--- config.mk ---
export PLATFORM = sky130hd
export DESIGN_NAME = vga_frame_capture
export DESIGN_NICKNAME = d
export VERILOG_FILES = /design/src/rtl/vga_frame_capture.sv
export SDC_FILE = /design/constraint.sdc
export NUM_CORES = 1
export LEC_CHECK = 0
export CAP_MARGIN = 40
export CORE_MARGIN = 2
export CORE_UTILIZATION = 38
export CTS_BUF_LIST = sky130_fd_sc_hd__clkbuf_8 sky130_fd_sc_hd__clkbuf_16
export DETAILED_ROUTE_END_ITERATION = 12
export PLACE_DENSITY = 0.7
export SYNTH_ARGS = -nofsm -noshare
export SYNTH_HDL_FRONTEND = slang
export SYNTH_SLANG_ARGS = --single-unit
--- constraint.sdc ---
create_clock -name clk -period 3.2 [get_ports clk]
set_input_delay 0.32 -clock clk [delete_from_list [all_inputs] [get_ports clk]]
set_output_delay 0.32 -clock clk [all_outputs]
set_load 0.02 [all_outputs]
--- src/rtl/vga_frame_capture.sv ---
// vga_frame_capture
//   Sinks an 8-bit-colour VGA stream (one pixel every PIX_DIV clocks), locks
//   onto hsync/vsync timing and captures a W x H window row-major into a
//   BRAM write port using the display path's {blue, green, red} byte packing.
//
// Ports:
//   clk      in   system clock
//   reset    in   synchronous, active-low reset
//   red      in   [2:0] pixel red
//   green    in   [2:0] pixel green
//   blue     in   [1:0] pixel blue
//   hsync    in   horizontal sync, active-low pulse
//   vsync    in   vertical sync, active-low pulse
//   start    in   one-cycle capture request
//   busy     out  high from start acceptance until done
//   done     out  one-cycle pulse after the last window pixel is written
//   err      out  sticky error; cleared by reset or the next accepted start
//   wr_en    out  BRAM write strobe
//   wr_addr  out  [ADDR_BITS-1:0] BRAM write address
//   wr_data  out  [7:0] {blue[1:0], green[2:0], red[2:0]}
//
// Optional feature (macro SYNC_CHECK_EN): measure the hfall-to-hfall period
// and abort an armed/running capture on any line that is not exactly
// HPIXELS*PIX_DIV clocks long.

module vga_frame_capture #(
    parameter int unsigned PIX_DIV   = 4,
    parameter int unsigned HPIXELS   = 800,
    parameter int unsigned VLINES    = 521,
    parameter int unsigned HBP       = 144,
    parameter int unsigned VBP       = 31,
    parameter int unsigned X0        = 50,
    parameter int unsigned Y0        = 100,
    parameter int unsigned W         = 256,
    parameter int unsigned H         = 256,
    parameter int unsigned ADDR_BITS = 16
) (
    input  logic                 clk,
    input  logic                 reset,
    input  logic [2:0]           red,
    input  logic [2:0]           green,
    input  logic [1:0]           blue,
    input  logic                 hsync,
    input  logic                 vsync,
    input  logic                 start,
    output logic                 busy,
    output logic                 done,
    output logic                 err,
    output logic                 wr_en,
    output logic [ADDR_BITS-1:0] wr_addr,
    output logic [7:0]           wr_data
);

    localparam int unsigned PHW    = $clog2(PIX_DIV);
    localparam int unsigned HW     = $clog2(HPIXELS);
    localparam int unsigned VW     = $clog2(VLINES + 1);
    localparam int unsigned COL_LO = HBP + X0;
    localparam int unsigned COL_HI = HBP + X0 + W;
    localparam int unsigned ROW_LO = VBP + Y0;
    localparam int unsigned ROW_HI = VBP + Y0 + H;
    localparam logic [ADDR_BITS-1:0] LAST_ADDR = ADDR_BITS'(W * H - 1);

    typedef enum logic [1:0] {
        IDLE,
        ARM,
        CAPTURE,
        DONE
    } state_t;

    state_t state;

    // Input stage: one register for colour and syncs, a second for edge detect.
    logic [7:0] pix1;
    logic       hs1, vs1, hs2, vs2;
    logic       hfall, vfall;

    always_ff @(posedge clk) begin
        if (!reset) begin
            pix1 <= '0;
            hs1  <= 1'b0;
            vs1  <= 1'b0;
            hs2  <= 1'b0;
            vs2  <= 1'b0;
        end else begin
            pix1 <= {blue, green, red};
            hs1  <= hsync;
            vs1  <= vsync;
            hs2  <= hs1;
            vs2  <= vs1;
        end
    end

    assign hfall = hs2 & ~hs1;
    assign vfall = vs2 & ~vs1;

    // Pixel phase and horizontal/vertical position, re-aligned on each sync edge.
    logic [PHW-1:0] phase;
    logic [HW-1:0]  hcnt;
    logic [VW-1:0]  vcnt;

    always_ff @(posedge clk) begin
        if (!reset) begin
            phase <= '0;
            hcnt  <= '0;
            vcnt  <= '0;
        end else begin
            if (hfall) begin
                phase <= PHW'(1);
                hcnt  <= '0;
            end else if (phase == PHW'(PIX_DIV - 1)) begin
                phase <= '0;
                if (32'(hcnt) < HPIXELS - 1) begin
                    hcnt <= hcnt + 1'b1;
                end
            end else begin
                phase <= phase + 1'b1;
            end

            if (vfall) begin
                vcnt <= '0;
            end else if (hfall && (32'(vcnt) < VLINES)) begin
                vcnt <= vcnt + 1'b1;
            end
        end
    end

    logic in_win;
    logic sample_hit;
    logic at_vlimit;

    assign in_win     = (32'(hcnt) >= COL_LO) && (32'(hcnt) < COL_HI) &&
                        (32'(vcnt) >= ROW_LO) && (32'(vcnt) < ROW_HI);
    assign sample_hit = (phase == PHW'(PIX_DIV / 2)) && in_win;
    // vcnt only reaches VLINES when a whole frame passed without a vsync edge.
    assign at_vlimit  = (32'(vcnt) == VLINES);

    logic per_err;

`ifdef SYNC_CHECK_EN
    localparam int unsigned LINE_CLKS = HPIXELS * PIX_DIV;
    localparam int unsigned PW        = $clog2(2 * LINE_CLKS + 1);

    logic [PW-1:0] per_cnt;
    logic          per_valid;

    // per_cnt holds the clocks since the previous hfall, counting that cycle as 1.
    always_ff @(posedge clk) begin
        if (!reset) begin
            per_cnt   <= '0;
            per_valid <= 1'b0;
        end else begin
            if (hfall) begin
                per_cnt <= PW'(1);
            end else if (per_cnt != {PW{1'b1}}) begin
                per_cnt <= per_cnt + 1'b1;
            end

            // The first hfall after arming only opens the measurement window.
            if (state == IDLE) begin
                per_valid <= 1'b0;
            end else if (hfall) begin
                per_valid <= 1'b1;
            end
        end
    end

    assign per_err = hfall && per_valid &&
                     ((state == ARM) || (state == CAPTURE)) &&
                     (32'(per_cnt) != LINE_CLKS);
`else
    assign per_err = 1'b0;
`endif

    // Capture control; all outputs registered.
    always_ff @(posedge clk) begin
        if (!reset) begin
            state   <= IDLE;
            busy    <= 1'b0;
            done    <= 1'b0;
            err     <= 1'b0;
            wr_en   <= 1'b0;
            wr_addr <= '0;
            wr_data <= '0;
        end else begin
            done  <= 1'b0;
            wr_en <= 1'b0;
            case (state)
                IDLE: begin
                    if (start) begin
                        busy    <= 1'b1;
                        err     <= 1'b0;
                        wr_addr <= '0;
                        // A vsync edge in the acceptance cycle starts this frame.
                        state   <= vfall ? CAPTURE : ARM;
                    end
                end
                ARM: begin
                    if (vfall) begin
                        state <= CAPTURE;
                    end else if (at_vlimit || per_err) begin
                        err   <= 1'b1;
                        busy  <= 1'b0;
                        state <= IDLE;
                    end
                end
                CAPTURE: begin
                    if (wr_en && (wr_addr == LAST_ADDR)) begin
                        // Last write is on the bus this cycle; address is held.
                        state <= DONE;
                    end else if (vfall || at_vlimit || per_err) begin
                        err   <= 1'b1;
                        busy  <= 1'b0;
                        state <= IDLE;
                    end else begin
                        if (wr_en) begin
                            wr_addr <= wr_addr + 1'b1;
                        end
                        if (sample_hit) begin
                            wr_en   <= 1'b1;
                            wr_data <= pix1;
                        end
                    end
                end
                DONE: begin
                    done  <= 1'b1;
                    busy  <= 1'b0;
                    state <= IDLE;
                end
                default: begin
                    state <= IDLE;
                end
            endcase
        end
    end

endmodule

# After elaboration in Yosys (flattened, before gate mapping)
# Index checks and enable logic that the tools add are counted.
[word_totals]
latch_bits = 0
ram_bits = 0
inputBits = 13
elab_cells = 98
mem_bits_ro = 0
register_bits = 64
memories = 0
out_inout_bits = 28
[op_classes]
shifts = 0
n_mul = 0
eq_ne = 16
n_reduce_logical = 20
addsub = 4
magnitude_cmp = 6
n_bitwise = 8
div = 0
muxes = 28
[ops]
columns = ["operator", "n"]
rows = [
  ["2-to-1 mux 16 bit", 4],
  ["one-hot mux 16 bit (2 select lines)", 1],
  ["adder 10 x 1 -> 10 bit (second input constant)", 2],
  [">= comparator 10 x 8 -> 1 bit (second input constant)", 2],
  ["less-than comparator 10 bit (second input constant)", 2],
  ["less-than comparator 10 x 9 -> 1 bit (second input constant)", 2],
  ["adder 16 x 1 -> 16 bit (second input constant)", 1],
  ["== test 16 bit (second input constant)", 1],
  ["2-to-1 mux 1 bit", 14],
  ["!= test 2 bit (second input constant)", 7],
  ["2-to-1 mux 2 bit", 6],
  ["== test 10 bit (second input constant)", 1],
  ["AND reduction 5 bit", 2],
  ["== test 2 bit (second input constant)", 4],
  ["one-hot mux 2 bit (4 select lines)", 1],
  ["logical AND 1 bit", 6],
  ["!= test 3 bit (second input constant)", 2],
  ["NOT 1 bit", 6],
  ["AND reduction 6 bit", 1],
  ["one-hot mux 1 bit (4 select lines)", 1],
  ["AND reduction 4 bit", 1],
  ["OR reduction 2 bit", 2],
  ["OR reduction 4 bit", 1],
  ["one-hot mux 1 bit (3 select lines)", 1],
  ["10 further kinds", 11],
]

# Longest topological paths before layout
[depth]
ltp_word = 6
depth_mapped = 9
mapped_depth_nobuf = 7

# Least setup slack after synthesis
# No wires, ideal clock.
[synth_path]
path_type = "flip-flop to flip-flop"
startpoint = "reg wr_addr[0]"
endpoint = "reg wr_addr[14]"
t_required_ns = 3.130
path_slack_ns = 1.161
stages_incl_launch_ff = 7
setup_time_ns = 0.070
t_arrival_ns = 1.969
n_path_buf = 0
synth_period_minus_slack_ns = 2.039
path_cell_list = "dfxtp_1 -> ha_1 -> and3_1 -> nand4_2 -> or2_2 -> or4_1 -> a21oi_1"
[synth_between]
elab_chain_cells = 5
word_cells_on_any_way = 9
cone_classes = "add/sub: 1; eq/ne: 2; mux: 4; reduce/logical: 2"
[synth_lines]
columns = ["item", "line_no", "text"]
rows = [
  ["from (decl)", "50", "output logic [ADDR_BITS-1:0] wr_addr,"],
  ["from (signal assigned)", "216", "wr_addr <= wr_addr + 1'b1;"],
  ["adder 16 x 1 -> 16 bit", "216", ""],
  ["2-to-1 mux 16 bit", "215", "if (wr_en) begin"],
  ["2-to-1 mux 16 bit", "210", "end else if (vfall || at_vlimit || per_err) begin"],
  ["2-to-1 mux 16 bit", "207", "if (wr_en && (wr_addr == LAST_ADDR)) begin"],
  ["one-hot mux 16 bit (2 select lines)", "187", "case (state)"],
]
# Several ways; a longest one is shown, not always the timed one. The select of a mux whose other input is x is not followed.
# A chain may end at the register's enable or synchronous reset.

# Worst setup path after layout
# Ends and elaborated chain as after synthesis.

==> summary.md <==
| Metric | Value |
|---|---|
| Multi-input logic area | `1630 µm²` |
| Max VDD drop | `~280 µV` |
| RePlAce Congestion | `~0.84` |
| Avg WL per Cell | `between 10 and 15 µm` |
| Yosys top cell area share | `between 40% and 50%` |
| # IOs | `41` |
| CP Data Required Time | `approximately 3500 ps` |
| Clk slew on worst S/H paths | `70 ps` |
| Max-slew violations | `0` |
| Fin crit share | `between 60% and 70%` |
| Period minus WS final | `2130 ps` |
| Die Y-Extent | `roughly 93 µm` |
| Register area share after synthesis | `between 40% and 50%` |
| Internal power | `around 1.3 mW` |
| Rows | `32` |
| Comb power frac | `between 10 and 15%` |
| Net Switching | `between 0.4 and 0.5 mW` |
| Gr ovfl total | `0` |
| Net Count, Synth | `368` |
| Yosys cell types | `45` |
| Antenna-violating nets left | `0` |
| Num CTS Buffers | `9` |
| Crit path DAT | `~2400 ps` |
| Aggregate negative setup slack | `0 ps` |
| Max-cap check violation count | `0` |
| Switching portion of total power | `between 20% and 30%` |
| Post-cts sizing count | `0` |
| Avg Cell Area, Syn | `a little under 9 µm²` |
| Asr flop ratio synth | `0%` |
| Root buf cell | `clkbuf_8` |
| Clock latency on the worst-skew pair | `about 340 ps` |
| Total GRT Usage | `between 10 and 15%` |
| PD cells | `roughly 480 nW/µm²` |
| Status | `finished, final reports clean` |
| Leakage | `~1.3 nW` |
| Die Width | `just over 90 µm` |
| Highest clock rate | `470 MHz` |
| Max clock buf depth | `2` |
| Critical path class | `reg2reg` |
| Final wirelength | `5950 µm` |
| Flops & latches, synth | `64` |
| Hold-fix buffers, CTS | `0` |
| Final setup viols | `0` |
| CTS tree | `built` |
| # clock sinks | `64` |
| Dominant cell type by area after synthesis | `dfxtp_1` |
| First drt pass iteration count | `5` |
| Die area | `around 8700 µm²` |
| Ys Warns | `0` |
| Drt first-iter violations | `around 110` |
| Clock share of power | `between 30% and 40%` |
| Critical Path Source Type | `flip-flop` |
| Largest net degree at the start of global routing | `34` |
| Cell area after synthesis | `3030 µm²` |
| Final Hold Violating Endpoints | `0` |
| Crit. End Element | `flip-flop` |
| Initial Util | `39.2%` |
| RSZ-0062 raised after global routing | `false` |
| Slew headroom | `between 50% and 60%` |
| Synth Instances | `approximately 340` |
| CORE AREA | `7730 µm²` |
| Hpwl dp | `between 4000 and 5000 µm` |
| CTS H-tree depth | `3` |
| Non-filler cells, final | `approximately 490` |
| Critical-path maximum fanout | `8` |
| Ratio of cells with drive above 1 in the final layout | `under 10%` |
| Flop pwr share | `46.7%` |
| Vias in the first global route | `2306` |
| Via density | `approximately 5.2` |
| Port Buffer Count | `40` |
| Post-Place Setup Slack | `~1100 ps` |
| Synth area leaders | `dfxtp_1 (42%), ha_1 (5.4%), mux2i_1 (4.6%)` |
| Routed vias | `2547` |
| DRC errors left | `0` |
| Min-delay worst type | `reg2reg` |
| Final Power | `approximately 1.8 mW` |
| Primary FF master, synth | `dfxtp_1` |
| Number of enable flip-flop cells after synthesis | `0` |
| Setup bufs post-CTS | `0` |
| Initial antenna violation count | `0` |
| Max Clock Skew | `a little under 7 ps` |
| Antenna diode instance count | `0` |
| Core Util, Final | `between 40% and 50%` |
| DP Cell Count | `between 400 and 500` |
| Global-route wire length before repair | `10200 µm` |
| Setup ws final | `~1100 ps` |
| Fin nets | `around 410` |
| Worst slew pin tran | `about 670 ps` |
| Fill cell count | `between 700 and 800` |
| Area Overhead vs Synth | `22.9%` |
| Register area | `around 1300 µm²` |
| Worst R2R Setup Slack | `1070 ps` |
power groups by stage:
stage	Clock, mW	Combinational, mW	Sequential (mW)
after global routing	0.770	0.292	0.845
after CTS	0.729	0.262	0.842
after detailed placement	0	0.262	0.860
final	0.701	0.261	0.841
after global placement	0	0.256	0.859
after floorplan	0	0.189	0.866
cell type report:
class	instances	area share, %
multi-input combinational	250	43.8
sequential	64	34.4
timing repair buffer	45	11.8
clock buffer	11	4.07
tap	102	3.43
clock inverter	5	1.51
inverter	10	1.01
path summary, 6_finish.rpt:
| path | depth (start not counted) | endpoint | start |
|---|---|---|---|
| setup / recovery | 6 | wr_addr[14] | wr_addr[0] |
| hold / removal | 2 | wr_data[6] | pix1[6] |
| setup reg to reg | 6 | wr_addr[14] | wr_addr[0] |
| hold reg to reg | 2 | wr_data[6] | pix1[6] |
cells in the final DEF, fill, tap and decap left out, drive strengths merged, types with 2 or more instances in the layout:
cell	n
o21ai	8
a31oi	2
or4	16
nand4	8
nand2b	4
o311ai	2
a21oi	22
and4	2
inv	11
nand2	36
or3	5
buf	5
and3	5
nand3	18
o41ai	2
ha	13
and2	16
mux2i	14
clkinvlp	3
clkbuf	11
or2	2
o31ai	15
nor3	6
dfxtp	64
a211oi	3
clkdlybuf4s50	40
xnor2	10
nor4b	2
nand3b	2
nor2	21
xor2	4
state kept, by name, indices dropped and copies added (netlist names):
register	count
hcnt	10
wr_data	8
vcnt	10
done	1
hs1	1
vs1	1
hs2	1
wr_addr	16
state	2
wr_en	1
phase	2
vs2	1
busy	1
pix1	8
err	1
synth_stat cells, types with 3 or more instances:
library cell	n
o31ai_1	15
nand2b_1	4
inv_1	10
xor2_1	4
nor3_1	6
a211oi_1	3
and2_1	16
a21oi_1	22
mux2i_1	14
ha_1	13
dfxtp_1	64
clkbuf_1	13
o21ai_0	7
or4_1	16
xnor2_1	10
nand4_1	7
nand3_1	18
or3_1	5
and3_1	5
nand2_1	36
nor2_1	21
cells by family after synthesis:
kind of cell / after synthesis / synth area share [%]
AND/OR/NAND/NOR: 147 / 26.2
flip-flops: 64 / 42.3
AO/OA/AOI/OAI: 62 / 13.3
buffers and inverters: 28 / 4.18
XOR/XNOR: 14 / 4.05
multiplexers: 14 / 4.63
adder cells (fa/ha/maj): 13 / 5.37
metal layers:
metal / GRT usage, % / vias up / routed length, µm
li1: - / 1312 / -
met1: 17.9 / 1176 / 2860
met2: 23.5 / 55 / 2800
met3: 5.80 / 4 / 265
met4: 4.78 / 0 / 32
met5: 0 / - / 0
per-stage QoR:
step | hold slack [ps] | area, µm²
floorplan | 420 | 3030
global placement | 428 | 3510
detailed placement | 432 | 3510
CTS | 442 | 3720
global route | 451 | 3720
finish | 443 | 3720
worst max-delay path: stages (launching register included):
cell and delay [ps]:
dfxtp_1 420, ha_1 210, and3_1 270, nand4_2 250
or2_2 370, or4_1 390, a21oi_1 160
No activity file was read; power rests on OpenSTA's default activity.
==> RTL change 1, RTL diff (config.mk and constraints unchanged) <==
The parameter `VLINES` goes from 521 to 260.
--- a/src/rtl/vga_frame_capture.sv
+++ b/src/rtl/vga_frame_capture.sv
@@ -28,3 +28,3 @@
     parameter int unsigned HPIXELS   = 800,
-    parameter int unsigned VLINES    = 521,
+    parameter int unsigned VLINES    = 260,
     parameter int unsigned HBP       = 144,
Formal check against the unedited RTL: no difference found for any inputs over 10 cycles, from zero or initial values and one cycle with reset low; that may be too few to reach the edited logic, so the function may still have changed.
==> RTL change 1 against the original RTL <==
- first-iteration DRC count is 5.4% lower
- synthesized area down 0.83%
- final area fell by 1.0%
- worst setup slack got worse by 0.12 ns
- maximum frequency fell by 5.3%
- total power grew 4.6%
- sequential cell count is 1 lower
- largest power group unchanged
- routed wire length grew 4.1%
==> RTL change 1: results (changes against the original RTL) <==
<table>
<tr><th>Metric</th><th>Value</th></tr>
<tr><th colspan="2">Outcome</th></tr>
<tr><td>Result of the run</td><td>finished clean</td></tr>
<tr><th colspan="2">Detailed routing</th></tr>
<tr><td>Via-per-instance ratio</td><td>5.290 (+1.2%)</td></tr>
<tr><td>First-pass iteration count of the detailed router</td><td>4 (-1)</td></tr>
<tr><td>Vias after detailed routing</td><td>2587 (+1.6%)</td></tr>
<tr><td>Post-detailed-route wirelength per cell</td><td>12.67 um (+3.7%)</td></tr>
<tr><th colspan="2">Worst setup path</th></tr>
<tr><td>Critical path arrival</td><td>2.52 ns (+0.12 ns)</td></tr>
<tr><td>Largest stage delay on the critical path</td><td>0.63 ns (+0.21 ns)</td></tr>
<tr><td>Family with the most delay on the worst path</td><td>compound AO/OA/AOI/OAI gates</td></tr>
<tr><th colspan="2">Cells and area</th></tr>
<tr><td>Footprint of the multi-input gates</td><td>0.001635 mm^2 (+0.38%)</td></tr>
<tr><td>Largest registers</td><td>wr_addr x16, hcnt x10, vcnt x9</td></tr>
<tr><td>Fraction of standard cell area that is sequential</td><td>34.25% (-0.18 points)</td></tr>
<tr><td>Clock buffers</td><td>10 (-1)</td></tr>
<tr><td>Number of nets in the finished design</td><td>407 (+0.25%)</td></tr>
<tr><td>Filler Cells Inserted</td><td>758 (+5.1%)</td></tr>
<tr><td>Count of multi-input gates</td><td>253 (+1.2%)</td></tr>
<tr><th colspan="2">Logic synthesis</th></tr>
<tr><td>Compound-cell area share of the yosys netlist</td><td>12.55% (-0.72 points)</td></tr>
<tr><td>Synth top area cells</td><td>sky130_fd_sc_hd__dfxtp_1 (42%), sky130_fd_sc_hd__nand2_1 (5.1%), sky130_fd_sc_hd__ha_1 (5.0%)</td></tr>
<tr><th colspan="2">Global routing</th></tr>
<tr><td>Overall track demand over capacity in global routing</td><td>15.29% (+0.65 points)</td></tr>
<tr><td>Via count of the first global-routing pass</td><td>2330 (+1.0%)</td></tr>
<tr><td>Maximum number of pins on one net before global-route repair</td><td>36 (+5.9%)</td></tr>
<tr><th colspan="2">Power and ir drop</th></tr>
<tr><td>Largest vdd supply drop</td><td>0.3757 mV (+36%)</td></tr>
<tr><td>Clock network fraction of total power</td><td>35.5% (-3.4 points)</td></tr>
<tr><th colspan="2">Timing</th></tr>
<tr><td>Setup skew after layout</td><td>0.006140 ns (-0.0007893 ns)</td></tr>
<tr><th colspan="2">Hold path</th></tr>
<tr><td>Worst hold start</td><td>pix1[2]$_SDFF_PN0_</td></tr>
<tr><th colspan="2">Placed design</th></tr>
<tr><td>Instance area after placement</td><td>0.003492 mm^2 (-0.61%)</td></tr>
</table>
==> RTL change 1: worst paths after layout <==
kind / to / slack (ns)
worst max-delay path: wr_addr[8]$_SDFFE_PN0P_ / 0.95
worst min-delay path: wr_data[2]$_SDFFE_PN0P_ / 0.44
worst max register to register: wr_addr[8]$_SDFFE_PN0P_ / 0.95
worst min register to register: wr_data[2]$_SDFFE_PN0P_ / 0.44
==> RTL change 1: metal layers <==
metal  share of wire (%)  GRT usage [%]  up-vias
met4                0.71          5.515        0
met2                  45          23.07       55
met5                   0              0        -
met1                  50          20.06     1220
met3                 4.7          5.533        4
li1                    -              -     1308
==> RTL change 1: cell families after synthesis <==
kind of cell    count (synthesis)
compound gates                 57
xor+xnor                       12
fa+ha+maj                      12
buf+inv                        25
flops                          63
mux                            14
simple gates                  158
==> RTL change 1: worst min-delay path, stage by stage (launching register included) <==
cell and delay, ns:
sky130_fd_sc_hd__dfxtp_1 0.30, sky130_fd_sc_hd__nand2_1 0.05, sky130_fd_sc_hd__mux2i_1 0.05
==> RTL change 2, RTL diff (config.mk and constraints unchanged) <==
Made on the original files. The 4 states of `state_t` get a one-hot encoding in 4 bits.
--- a/src/rtl/vga_frame_capture.sv
+++ b/src/rtl/vga_frame_capture.sv
@@ -62,7 +62,7 @@
 
-    typedef enum logic [1:0] {
-        IDLE,
-        ARM,
-        CAPTURE,
-        DONE
+    typedef enum logic [3:0] {
+        IDLE    = 4'b0001,
+        ARM     = 4'b0010,
+        CAPTURE = 4'b0100,
+        DONE    = 4'b1000
     } state_t;
Behaviour: no difference found for any inputs over 10 cycles, from zero or initial values and one cycle with reset low; not proved beyond that.
==> RTL change 2 against the original RTL <==
- sequential cell count grew 2
- maximum frequency shrank 9.8%
- critical path type unchanged
- final cell count shrank 1.8%
- final area shrank 1.2%
- synthesized cell count shrank 2.9%
- synthesized area grew 0.21%
- largest cell class unchanged
- count of clock-buffer cells in the layout shrank 2
- routed wire length grew 2.5%
- critical endpoint is now wr_data[3]$_SDFFE_PN0P_
- first-iteration DRC count grew 50%
- worst setup slack lost 0.23 ns
Power is not compared: it rests on default switching activity, and its combinational part moved more than twofold at a synthesized area within 25%.
==> RTL change 2: results (changes against the original RTL) <==
<table>
<tr><th>Metric</th><th>Value</th></tr>
<tr><th colspan="2">Cells and area</th></tr>
<tr><td>Clock buffers</td><td>9 (-2)</td></tr>
<tr><td>Number of nets in the finished design</td><td>392 (-3.4%)</td></tr>
<tr><td>Non-clock inverters</td><td>5 (-5)</td></tr>
<tr><td>Count of flip-flops and latches</td><td>66 (+3.1%)</td></tr>
<tr><td>Bufs w/o clock</td><td>43 (-4.4%)</td></tr>
<tr><td>Multi-input logic portion of the cell area</td><td>43.09% (-0.69 points)</td></tr>
<tr><td>Count of multi-input gates</td><td>246 (-1.6%)</td></tr>
<tr><td>Ratio of cells with drive above 1 in the final layout</td><td>9.840% (+3.1 points)</td></tr>
<tr><td>Non-clock buffer contribution to total cell area</td><td>11.50% (-0.26 points)</td></tr>
<tr><td>Seq. cell area</td><td>0.001321 mm^2 (+3.1%)</td></tr>
<tr><th colspan="2">Timing</th></tr>
<tr><td>Setup skew after layout</td><td>0.01012 ns (+0.003187 ns)</td></tr>
<tr><td>Slew margin rel.</td><td>47.19% (-7.6 points)</td></tr>
<tr><th colspan="2">Global routing</th></tr>
<tr><td>Met3 Usage GRT</td><td>4.915% (-0.89 points)</td></tr>
<tr><td>First-pass GRT wire length</td><td>10.45 mm (+2.0%)</td></tr>
<tr><td>Via count of the first global-routing pass</td><td>2321 (+0.65%)</td></tr>
<tr><td>GR Util met2</td><td>24.40% (+0.90 points)</td></tr>
<tr><th colspan="2">Placed design</th></tr>
<tr><td>Worst setup timing slack at the placement stage</td><td>0.8086 ns (-0.2716 ns)</td></tr>
<tr><td>Post-detail-place hpwl</td><td>4.248 mm (+2.3%)</td></tr>
<tr><td>Routability cong.</td><td>0.8232 (-2.4%)</td></tr>
<tr><td>Instance area after placement</td><td>0.003475 mm^2 (-1.1%)</td></tr>
<tr><td>Count of placed standard cells including taps</td><td>462 (-1.9%)</td></tr>
<tr><th colspan="2">Worst setup path</th></tr>
<tr><td>Critical-path cell with the highest stage delay</td><td>sky130_fd_sc_hd__nor4_4</td></tr>
<tr><td>Largest driver fanout on the critical path</td><td>17 (+9)</td></tr>
<tr><td>Origin of the worst setup path</td><td>vcnt[4]$_SDFFE_PP0P_</td></tr>
<tr><th colspan="2">Logic synthesis</th></tr>
<tr><td>Sequential cell area fraction in the yosys report</td><td>43.56% (+1.2 points)</td></tr>
<tr><th colspan="2">Outcome</th></tr>
<tr><td>Result of the run</td><td>finished clean</td></tr>
<tr><th colspan="2">Hold path</th></tr>
<tr><td>Worst hold start</td><td>pix1[7]$_SDFF_PN0_</td></tr>
</table>
RTL change 2: power groups by stage:
| stage | sequential (mW) | clock, mW | combinational [mW] |
|---|---|---|---|
| finish | 0.855 | 0.709 | 0.108 |
| global route | 0.858 | 0.760 | 0.120 |
| CTS | 0.855 | 0.725 | 0.109 |
| detailed placement | 0.874 | 0 | 0.108 |
| global placement | 0.873 | 0 | 0.106 |
| floorplan | 0.871 | 0 | 0.0790 |
RTL change 2: logic make-up after synthesis:
family | share of synthesized area [%]
XOR/XNOR | 6.064
buffers and inverters | 4.208
flip-flops | 43.56
adder cells (fa/ha/maj) | 3.300
AND/OR/NAND/NOR | 29.54
AO/OA/AOI/OAI | 13.33
RTL change 2: per-layer routing:
metal / share of wire, % / wire, um
met1: 48 / 2915
met2: 46 / 2833
met3: 4.6 / 280
met4: 1.1 / 66
met5: 0 / 0
